`config.mk`:
```
export PLATFORM = sky130hd
export DESIGN_NAME = if_stage
export DESIGN_NICKNAME = d
export VERILOG_FILES = /design/src/rtl/rv32i_types.sv /design/src/rtl/fetch_queue.sv /design/src/rtl/if_stage.sv
export SDC_FILE = /design/constraint.sdc
export NUM_CORES = 1
export LEC_CHECK = 0
export ABC_AREA = 1
export ABC_CLOCK_PERIOD_IN_PS = 7900
export BUFFER_PORTS_ARGS = -buffer_cell sky130_fd_sc_hd__buf_2
export CORE_ASPECT_RATIO = 0.6
export CORE_MARGIN = 2
export CORE_UTILIZATION = 48
export CTS_CLUSTER_SIZE = 12
export DETAILED_ROUTE_END_ITERATION = 10
export PLACE_DENSITY = 0.69
export SLEW_MARGIN = 10
export SYNTH_ARGS = -nofsm -noshare
export SYNTH_HDL_FRONTEND = slang
export SYNTH_SLANG_ARGS = --single-unit
```
`constraint.sdc`:
```
create_clock -name clk -period 7.9 [get_ports clk]
set_input_delay 0.395 -clock clk [delete_from_list [all_inputs] [get_ports clk]]
set_output_delay 0.395 -clock clk [all_outputs]
set_load 0.02 [all_outputs]
```
`src/rtl/rv32i_types.sv`:
```
// Shared fetch-side types: decode handoff record, fetch FSM states and queue entry layout.
package rv32i_types;

   typedef struct packed {
      logic [31:0] fetch_pc_curr;
      logic [31:0] fetch_pc_next;
   } fetch_output_reg_t;

   typedef enum logic [1:0] {
      IDLE,
      BUSY,
      FLUSH
   } fetch_state_t;

   typedef struct packed {
      logic [31:0] pc_curr;
      logic [31:0] pc_next;
      logic [31:0] inst;
   } fetch_queue_entry_t;

   localparam logic [31:0] INST_BYTES = 32'd4;

endpackage

```
`src/rtl/fetch_queue.sv`:
```
// Circular instruction queue; head is read straight from storage, flush clears pointers and count.
// DEPTH must be a power of two so the pointers wrap naturally from DEPTH-1 to 0.
module fetch_queue
   import rv32i_types::*;
#(
   parameter int DEPTH = 4
) (
   input  logic                       clk,
   input  logic                       rst,
   input  logic                       push,
   input  logic                       pop,
   input  logic                       flush,
   input  fetch_queue_entry_t         din,
   output fetch_queue_entry_t         head,
   output logic [$clog2(DEPTH):0]     count
);

   localparam int AW = $clog2(DEPTH);
   localparam int CW = AW + 1;

   fetch_queue_entry_t mem [DEPTH];
   logic [AW-1:0]      rd_ptr;
   logic [AW-1:0]      wr_ptr;

   always_ff @(posedge clk) begin
      if (rst) begin
         rd_ptr <= '0;
         wr_ptr <= '0;
         count  <= '0;
         for (int i = 0; i < DEPTH; i++) begin
            mem[i] <= '0;
         end
      end else if (flush) begin
         rd_ptr <= '0;
         wr_ptr <= '0;
         count  <= '0;
      end else begin
         if (push) begin
            mem[wr_ptr] <= din;
            wr_ptr      <= wr_ptr + AW'(1);
         end
         if (pop) begin
            rd_ptr <= rd_ptr + AW'(1);
         end
         count <= count + CW'(push) - CW'(pop);
      end
   end

   assign head = mem[rd_ptr];

endmodule

```
`src/rtl/if_stage.sv`:
```
// Instruction fetch: one outstanding imem request, responses buffered in fetch_queue for decode.
// A redirect flushes the queue; a response already in flight at redirect time is discarded.
module if_stage
   import rv32i_types::*;
#(
   parameter logic [31:0] RESET_PC = 32'h1eceb000,
   parameter int          DEPTH    = 4
) (
   input  logic              clk,
   input  logic              rst,
   output logic [31:0]       imem_addr,
   output logic [3:0]        imem_rmask,
   input  logic [31:0]       imem_rdata,
   input  logic              imem_resp,
   input  logic              redirect_valid,
   input  logic [31:0]       redirect_pc,
   input  logic              stall_inst,
   output logic              inst_valid,
   output logic [31:0]       inst,
   output fetch_output_reg_t fetch_output
);

   localparam int CW = $clog2(DEPTH) + 1;

   fetch_state_t       state;
   logic [31:0]        fetch_pc;
   logic [31:0]        req_pc;
   logic               push;
   logic               pop;
   logic               space;
   logic [CW-1:0]      count;
   logic [CW-1:0]      count_next;
   fetch_queue_entry_t din;
   fetch_queue_entry_t head;

   assign inst_valid = (count != '0) && !redirect_valid;
   assign pop        = inst_valid && !stall_inst;
   assign push       = (state == BUSY) && imem_resp && !redirect_valid;
   assign count_next = count + CW'(push) - CW'(pop);
   // Issuing only when the post-update count leaves a free slot guarantees the response fits.
   assign space      = count_next < CW'(DEPTH);

   assign din.pc_curr = req_pc;
   assign din.pc_next = req_pc + INST_BYTES;
   assign din.inst    = imem_rdata;

   fetch_queue #(
      .DEPTH (DEPTH)
   ) u_queue (
      .clk   (clk),
      .rst   (rst),
      .push  (push),
      .pop   (pop),
      .flush (redirect_valid),
      .din   (din),
      .head  (head),
      .count (count)
   );

   assign imem_addr                  = req_pc;
   assign imem_rmask                 = (state == IDLE) ? 4'h0 : 4'hF;
   assign inst                       = head.inst;
   assign fetch_output.fetch_pc_curr = head.pc_curr;
   assign fetch_output.fetch_pc_next = head.pc_next;

   always_ff @(posedge clk) begin
      if (rst) begin
         state    <= IDLE;
         fetch_pc <= RESET_PC;
         req_pc   <= RESET_PC;
      end else begin
         case (state)
            IDLE: begin
               if (redirect_valid) begin
                  state    <= BUSY;
                  req_pc   <= redirect_pc;
                  fetch_pc <= redirect_pc + INST_BYTES;
               end else if (space) begin
                  state    <= BUSY;
                  req_pc   <= fetch_pc;
                  fetch_pc <= fetch_pc + INST_BYTES;
               end
            end
            BUSY: begin
               if (imem_resp && redirect_valid) begin
                  req_pc   <= redirect_pc;
                  fetch_pc <= redirect_pc + INST_BYTES;
               end else if (redirect_valid) begin
                  // Request stays on the bus until memory answers; its data is then dropped.
                  state    <= FLUSH;
                  fetch_pc <= redirect_pc;
               end else if (imem_resp) begin
                  if (space) begin
                     req_pc   <= fetch_pc;
                     fetch_pc <= fetch_pc + INST_BYTES;
                  end else begin
                     state <= IDLE;
                  end
               end
            end
            FLUSH: begin
               if (imem_resp) begin
                  state <= BUSY;
                  if (redirect_valid) begin
                     req_pc   <= redirect_pc;
                     fetch_pc <= redirect_pc + INST_BYTES;
                  end else begin
                     req_pc   <= fetch_pc;
                     fetch_pc <= fetch_pc + INST_BYTES;
                  end
               end else if (redirect_valid) begin
                  fetch_pc <= redirect_pc;
               end
            end
            default: state <= IDLE;
         endcase
      end
   end

endmodule

```
==> metrics.md, run 1 <==
| Metric | Value |
|---|---|
| Via/cell ratio | `6.00` |
| Crit path time final | `4.26 ns` |
| Hold Path End | `u_queue.mem[0][29]$_SDFFCE_PN0P_` |
| Area Overhead vs Synth | `10.6%` |
| Die outline width | `298 microns` |
| TritonCTS Buffers | `45` |
| Ys async rst share | `0` |
| HP Class | `input pin to register` |
| Net Switching | `3.06 mW` |
| Die area | `53600 sq um` |
| Gp weighted congestion | `1.03` |
| Mapped Nets | `3187` |
| Net Sw Frac | `0.396` |
| Max_slew headroom | `0.254` |
| Synth warnings | `0` |
| Largest net degree at the start of global routing | `108` |
| Final worst-path cycle share | `0.539` |
| Critical path arrival | `4.66 ns` |
| DP HPWL | `57100 microns` |
| RSZ-0062 raised after global routing | `false` |
| GRT busiest layer | `met1` |
| Met3 Usage GRT | `0.0908` |
| Initial DRC Count | `3739` |
| Cts hold-fix bufs | `0` |
| Post-synthesis register bit count | `451` |
| Filler Cell Count | `4717` |
| CP Max Fanout | `52` |
| Critical path class | `register to register` |
| Reg2reg path depth | `13` |
| P_leak | `11.2 nW` |
| Mapped cell area | `24800 sq um` |
| Setup crit end kind | `register` |
| Vias in the first global route | `21300` |
| TritonRoute pass-1 iters | `8` |
| Total setup buffers inserted after CTS | `0` |
| First-pass GRT wire length | `132000 microns` |
| Sequential area share after synthesis | `0.515` |
| Layout cells sized above 1 | `0.111` |
| Worst setup SP type | `register` |
| Setup slack, reg-to-reg | `3.64 ns` |
| P per Cell Area | `281 nW/um^2` |
| Die height | `180 microns` |
| Max IR drop VDD | `0.000272 V` |
| Core area | `51000 sq um` |
| Initial antenna violation count | `0` |
| Pins Over Slew Limit | `0` |
| Hold Path Depth | `3` |
| Fin nets | `3269` |
| CTS root buf | `clkbuf_16` |
| Clock network power share | `0.263` |
| Main synth FF type | `edfxtp_1` |
| Top post-synthesis cells by area | `edfxtp_1 45%, nor2_1 10%, nand2_1 8.7%` |
| Max-Cap Viols | `0` |
| Finish-stage setup viols | `0` |
| TritonCTS clock tree | `yes` |
| Synth cell types | `47` |
| Starting Density | `0.487` |
| Post-Synthesis Cells | `3108` |
| EDFF count, synth | `376` |
| Row count | `64` |
| Critical path required time | `8.30 ns` |
| Io pins | `202` |
| GRT Total Usage | `0.320` |
| Pint | `4.65 mW` |
| CTS HTree Levels | `2` |
| Met2 GRT Util | `0.453` |
| Syn Area/Cell | `7.99 sq um` |
| Final hold viol count | `0` |
| Fin Setup TNS | `0 ns` |
| CTS sink cnt | `451` |
| Cell accounting for the most synthesized area | `edfxtp_1` |
| Met1 Resource Use GR | `0.478` |
| Fin Clk Skew | `0.0266 ns` |
| Vias | `23400` |
| Clock-pin transition on the worst setup and hold timing paths | `0.07 ns` |
| Top-area cell type share of the netlist area | `0.455` |
| Drt wl/cell | `22.7 microns` |
| Reg-to-Reg End | `u_queue.mem[2][50]$_SDFFCE_PN0P_` |
| Routed Wire Length | `88700 microns` |
| Comb pwr share | `0.335` |
| Post-cts resize count | `0` |
| Port Buf Inserts | `201` |
| Reg power frac | `0.401` |
| Min-delay src | `imem_rdata[29]` |
| DRC violations left | `0` |
| Post-DRT Antenna Nets | `0` |
| Final core occ | `0.539` |
| Slew @ Worst Pin | `1.12 ns` |
| GRT overflow | `0` |
| FF-to-FF Start | `state[1]$_SDFFE_PP0P_` |
| Fmax | `0.235 GHz` |
| Clk_lat worst skew | `0.59 ns` |
| Ant. Diodes | `0` |
| Clk buf depth | `3` |
| Outcome | `completed` |
-- how the worst max path moves through the flow --
stage,start,end,slack [ns],depth (start not counted)
floorplan,state[1]$_SDFFE_PP0P_,u_queue.mem[3][0]$_DFFE_PP_,2.13,7
detailed placement,redirect_valid,u_queue.mem[2][64]$_SDFFCE_PN0P_,3.56,9
global route,state[1]$_SDFFE_PP0P_,u_queue.mem[2][6]$_SDFFCE_PN0P_,3.48,9
CTS,state[1]$_SDFFE_PP0P_,u_queue.mem[2][35]$_SDFFCE_PN0P_,3.68,9
global placement,redirect_valid,u_queue.mem[2][58]$_SDFFCE_PN0P_,3.64,9
finish,state[1]$_SDFFE_PP0P_,u_queue.mem[2][50]$_SDFFCE_PN0P_,3.64,13
-- through the flow --
step | area [sq um] | setup WS (ns) | hold slack [ns] | instances | total power, mW
6_report | 27500 | 3.64 | 0.139 | 3902 | 7.71
3_5_place_dp | 26200 | 3.56 | 0.468 | 3836 | 5.60
5_1_grt | 27500 | 3.48 | 0.142 | 3902 | 8.01
3_3_place_gp | 26200 | 3.64 | 0.468 | 3836 | 5.55
2_1_floorplan | 24800 | 2.13 | 0.449 | 3108 | 4.72
4_1_cts | 27500 | 3.68 | 0.125 | 3902 | 7.60
-- cell usage after synthesis (all sizes together), types with 7 or more instances --
master	n
xor2	40
nor3	39
buf	63
o2111ai	11
nand4	17
o221ai	8
nor2	694
nand3	142
o211ai	45
o21bai	7
dfxtp	75
a31oi	11
ha	9
nand2	583
o22ai	96
a21oi	112
edfxtp	376
o21ai	316
inv	284
clkbuf	134
nand3b	7
-- sequential cells by signal (all words and copies together), names as in the netlist, named ones only --
| signal | count |
|---|---|
| u_queue.mem | 376 |
| u_queue.rd_ptr | 2 |
| fetch_pc | 32 |
| state | 2 |
| imem_addr | 32 |
| u_queue.count | 3 |
| u_queue.wr_ptr | 2 |
-- cell families (layout without fill, tap and decap cells) --
group / Yosys count / after routing / synth area share
fa+ha+maj: 10 / 10 / 0.00534
compound gates: 623 / 623 / 0.141
simple gates: 1492 / 1492 / 0.244
xor+xnor: 46 / 46 / 0.0168
flops: 451 / 451 / 0.515
buf+inv: 486 / 587 / 0.0772
-- cell type report --
cell class              instances  area, sq um  area share
well taps                     693          867      0.0316
inverters                     289         1090      0.0397
multi-input cells            2171        10200       0.371
clock inverters                 8          103     0.00373
repair buffers                232         1240      0.0451
clock buffers                  58         1200      0.0435
flip-flops and latches        451        12800       0.466
-- critical path, stage by stage, from the launching register on --
cell and delay [ns]:
dfxtp_1 0.34, inv_1 0.11, ha_1 0.38, inv_2 0.22
nor2_2 0.27, inv_2 0.08, nor2_4 0.38, clkinv_2 0.83
buf_4 0.63, nor2_2 0.19, inv_1 0.12, a21oi_2 0.27
inv_2 0.08, nor2_1 0.11
-- cell usage in the layout, fill, tap and decap left out, drive strengths merged, types with 9 or more instances in the layout --
master / instances
a21oi: 112
a31oi: 11
buf: 232
clkbuf: 58
clkinv: 9
dfxtp: 75
edfxtp: 376
ha: 9
inv: 285
nand2: 583
nand3: 142
nand4: 17
nor2: 694
nor3: 39
o2111ai: 11
o211ai: 45
o21ai: 316
o22ai: 96
xor2: 40
-- power groups by stage --
stage / clock network [mW] / registers [mW] / logic [mW]
6_report: 2.03 / 3.10 / 2.58
5_1_grt: 2.13 / 3.11 / 2.78
2_1_floorplan: 0 / 3.07 / 1.64
3_5_place_dp: 0 / 3.13 / 2.47
4_1_cts: 2.04 / 3.08 / 2.48
3_3_place_gp: 0 / 3.13 / 2.43
-- metal layers --
| metal | up-vias | part of all wire |
|---|---|---|
| li1 | 10600 | - |
| met1 | 11100 | 0.42 |
| met2 | 1599 | 0.41 |
| met3 | 171 | 0.14 |
| met4 | 0 | 0.027 |
| met5 | - | 0 |
Note: power is estimated with default switching activity, not from simulation.
==> inputs of run 2 (changes only) <==
Settings changed: ABC_CLOCK_PERIOD_IN_PS 7900 to 3780.
Clock period 7.9 ns to 3.78 ns, I/O delays scaled along.
==> run 2 against run 1 <==
Against the previous run: combinational power rose by 120%; die area did not move; first-iteration DRC count fell by 16%; largest power group unchanged; via count rose by 1.2%; register-to-register slack got worse by 3.2 ns; highest routed layer is now met5; maximum frequency rose by 26%.
==> metrics.md, run 2 (synthesis gave the netlist of run 1 again) <==
| Metric | Value |
|---|---|
| Pins Over Slew Limit | `0 (unchanged)` |
| Worst path cell trace | `ha_1 -> nand3_1 -> inv_1 -> nand2_1 -> nor2_2 -> nand2_1 -> xor2_1 -> o21ai_1 -> nand2_1 -> nand2_1 -> nand3_1 -> nand2_1 -> nand2_1 (was inv_1 -> ha_1 -> inv_2 -> nor2_2 -> inv_2 -> nor2_4 -> clkinv_2 -> buf_4 -> nor2_2 -> inv_1 -> a21oi_2 -> inv_2 -> nor2_1)` |
| Largest Register | `u_queue.mem (unchanged)` |
| Core area | `51000 sq um (unchanged)` |
| Clock-pin transition on the worst setup and hold timing paths | `0.07 ns (about the same)` |
| Worst setup SP type | `register (unchanged)` |
| Ant. Diodes | `0 (unchanged)` |
| First-pass GRT wire length | `139000 microns (was 132000 microns)` |
| Filler Cell Count | `4727 (was 4717)` |
| Clk_lat worst skew | `0.59 ns (about the same)` |
| Clk buf depth | `3 (unchanged)` |
| Die outline width | `298 microns (unchanged)` |
| Vias | `23700 (was 23400)` |
| Starting Density | `0.487 (unchanged)` |
| Critical path required time | `4.31 ns (was 8.30 ns)` |
| Max reg flops | `376 (unchanged)` |
| Max IR drop VDD | `0.000528 V (was 0.000272 V)` |
| TritonCTS clock tree | `yes (unchanged)` |
| Finish-stage setup viols | `0 (unchanged)` |
| Most frequent cells in the layout | `677 x nor2_1, 574 x nand2_1, 376 x edfxtp_1 (was 676 x nor2_1, 573 x nand2_1, 376 x edfxtp_1)` |
| Gp weighted congestion | `1.04 (was 1.03)` |
| GRT overflow | `0 (unchanged)` |
| Die area | `53600 sq um (unchanged)` |
| Initial antenna violation count | `2 (was 0)` |
| HP Class | `input pin to register (unchanged)` |
| Final worst-path cycle share | `0.892 (was 0.539)` |
| TritonRoute pass-1 iters | `8 (unchanged)` |
| P per Cell Area | `578 nW/um^2 (was 281 nW/um^2)` |
| Post-cts resize count | `0 (unchanged)` |
| Final core occ | `0.553 (was 0.539)` |
| TritonCTS Buffers | `46 (was 45)` |
| Die height | `180 microns (unchanged)` |
| Cts hold-fix bufs | `33 (was 0)` |
| RSZ-0062 raised after global routing | `false (unchanged)` |
| Io pins | `202 (unchanged)` |
| Crit-path max cell delay | `0.61 ns (was 0.83 ns)` |
| Outcome | `completed (unchanged)` |
| Row count | `64 (unchanged)` |
| Crit path time final | `3.37 ns (was 4.26 ns)` |
| Area Overhead vs Synth | `13.5% (was 10.6%)` |
| Fin Clk Skew | `0.0185 ns (was 0.0266 ns)` |
| Largest net degree at the start of global routing | `109 (was 108)` |
| Post-DRT Antenna Nets | `0 (unchanged)` |
| Total setup buffers inserted after CTS | `0 (unchanged)` |
| Port Buf Inserts | `201 (unchanged)` |
| Fin nets | `3339 (was 3269)` |
| Initial DRC Count | `3125 (was 3739)` |
| CP Max Fanout | `8 (was 52)` |
| Final hold viol count | `0 (unchanged)` |
| Max-Cap Viols | `0 (unchanged)` |
| CTS HTree Levels | `2 (unchanged)` |
| CP bufs+invs | `1 (was 7)` |
| Slew @ Worst Pin | `1.13 ns (was 1.12 ns)` |
| Via/cell ratio | `5.96 (was 6.00)` |
| Critical path arrival | `3.90 ns (was 4.66 ns)` |
| Critical path class | `register to register (unchanged)` |
| Total Power | `16.3 mW (was 7.71 mW)` |
| P_leak | `11.5 nW (was 11.2 nW)` |
| Drt wl/cell | `23.4 microns (was 22.7 microns)` |
| Slowest-stage cell, CP | `xor2_1 (was clkinv_2)` |
| Layout cells sized above 1 | `0.119 (was 0.111)` |
| Setup crit end kind | `register (unchanged)` |
| GRT Total Usage | `0.338 (was 0.320)` |
| Vias in the first global route | `21700 (was 21300)` |
| Routed Wire Length | `92800 microns (was 88700 microns)` |
| CTS root buf | `clkbuf_16 (unchanged)` |
| Fmax | `0.297 GHz (was 0.235 GHz)` |
| Max_slew headroom | `0.245 (was 0.254)` |
| CP delay by family, top | `simple AND/OR/NAND/NOR gates (was buffers and inverters)` |
| DRC violations left | `0 (unchanged)` |
| Fin Setup TNS | `0 ns (unchanged)` |
| DP HPWL | `60900 microns (was 57100 microns)` |
| CTS sink cnt | `451 (unchanged)` |
| Most common library cell in the layout ignoring fill and taps | `nor2_1 (unchanged)` |
| CP most frequent cell | `nand2_1 (was inv_2)` |
[run 2: changes by cell type in the layout (fill, tap and decap cells not counted), moves of 3 or more]
cell	delta
clkinv_1	+3
buf_12	+11
buf_4	+25
dlygate4sd3_1	+33
[run 2: per-stage QoR]
stage          instances  hold slack [ns]  instance area (sq um)  setup WS (ns)
2_1_floorplan       3108            0.409                  24900          0.647
3_3_place_gp        3872            0.478                  26600          0.652
3_5_place_dp        3872            0.490                  26600          0.558
4_1_cts             3973           0.0650                  28200          0.525
5_1_grt             3973            0.105                  28200          0.278
6_report            3973           0.0879                  28200          0.408
[run 2: area by class of cell]
type,instances,area (sq um),area share
Sequential cell,451,12800,0.454
Multi-Input combinational cell,2171,10200,0.361
Timing Repair Buffer,301,1980,0.0701
Clock buffer,57,1200,0.0426
Inverter,289,1090,0.0387
Tap cell,693,867,0.0308
Clock inverter,11,86.3,0.00306
[run 2: layer usage]
metal  part of all wire  track usage
met1               0.43        0.512
met3               0.14       0.0952
met4              0.025       0.0824
met5            0.00029            0
met2               0.41        0.475
[run 2: worst paths after layout]
kind	slack, ns	endpoint	cells past startpoint	start
hold / removal	0.09	imem_addr[0]$_SDFFE_PP0P_	5	redirect_pc[0]
setup / recovery	0.41	fetch_pc[22]$_SDFFE_PP1P_	13	fetch_pc[3]$_SDFFE_PP0P_
setup reg to reg	0.41	fetch_pc[22]$_SDFFE_PP1P_	13	fetch_pc[3]$_SDFFE_PP0P_
hold reg to reg	0.50	u_queue.rd_ptr[1]$_SDFFE_PP0P_	1	u_queue.rd_ptr[1]$_SDFFE_PP0P_
[run 2: power breakdown]
group          leakage (nW)  switching [mW]  internal, mW
clock network         0.625            1.97          2.24
logic                  6.39            3.94          1.64
registers              4.51           0.621          5.87
[run 2: tightest hold or removal path: cells and delay by family]
| family | cells | cell delay (ns) |
|---|---|---|
| AO/OA/AOI/OAI | 3 | 0.27 |
| buffers and inverters | 1 | 0.10 |
| AND/OR/NAND/NOR | 1 | 0.08 |
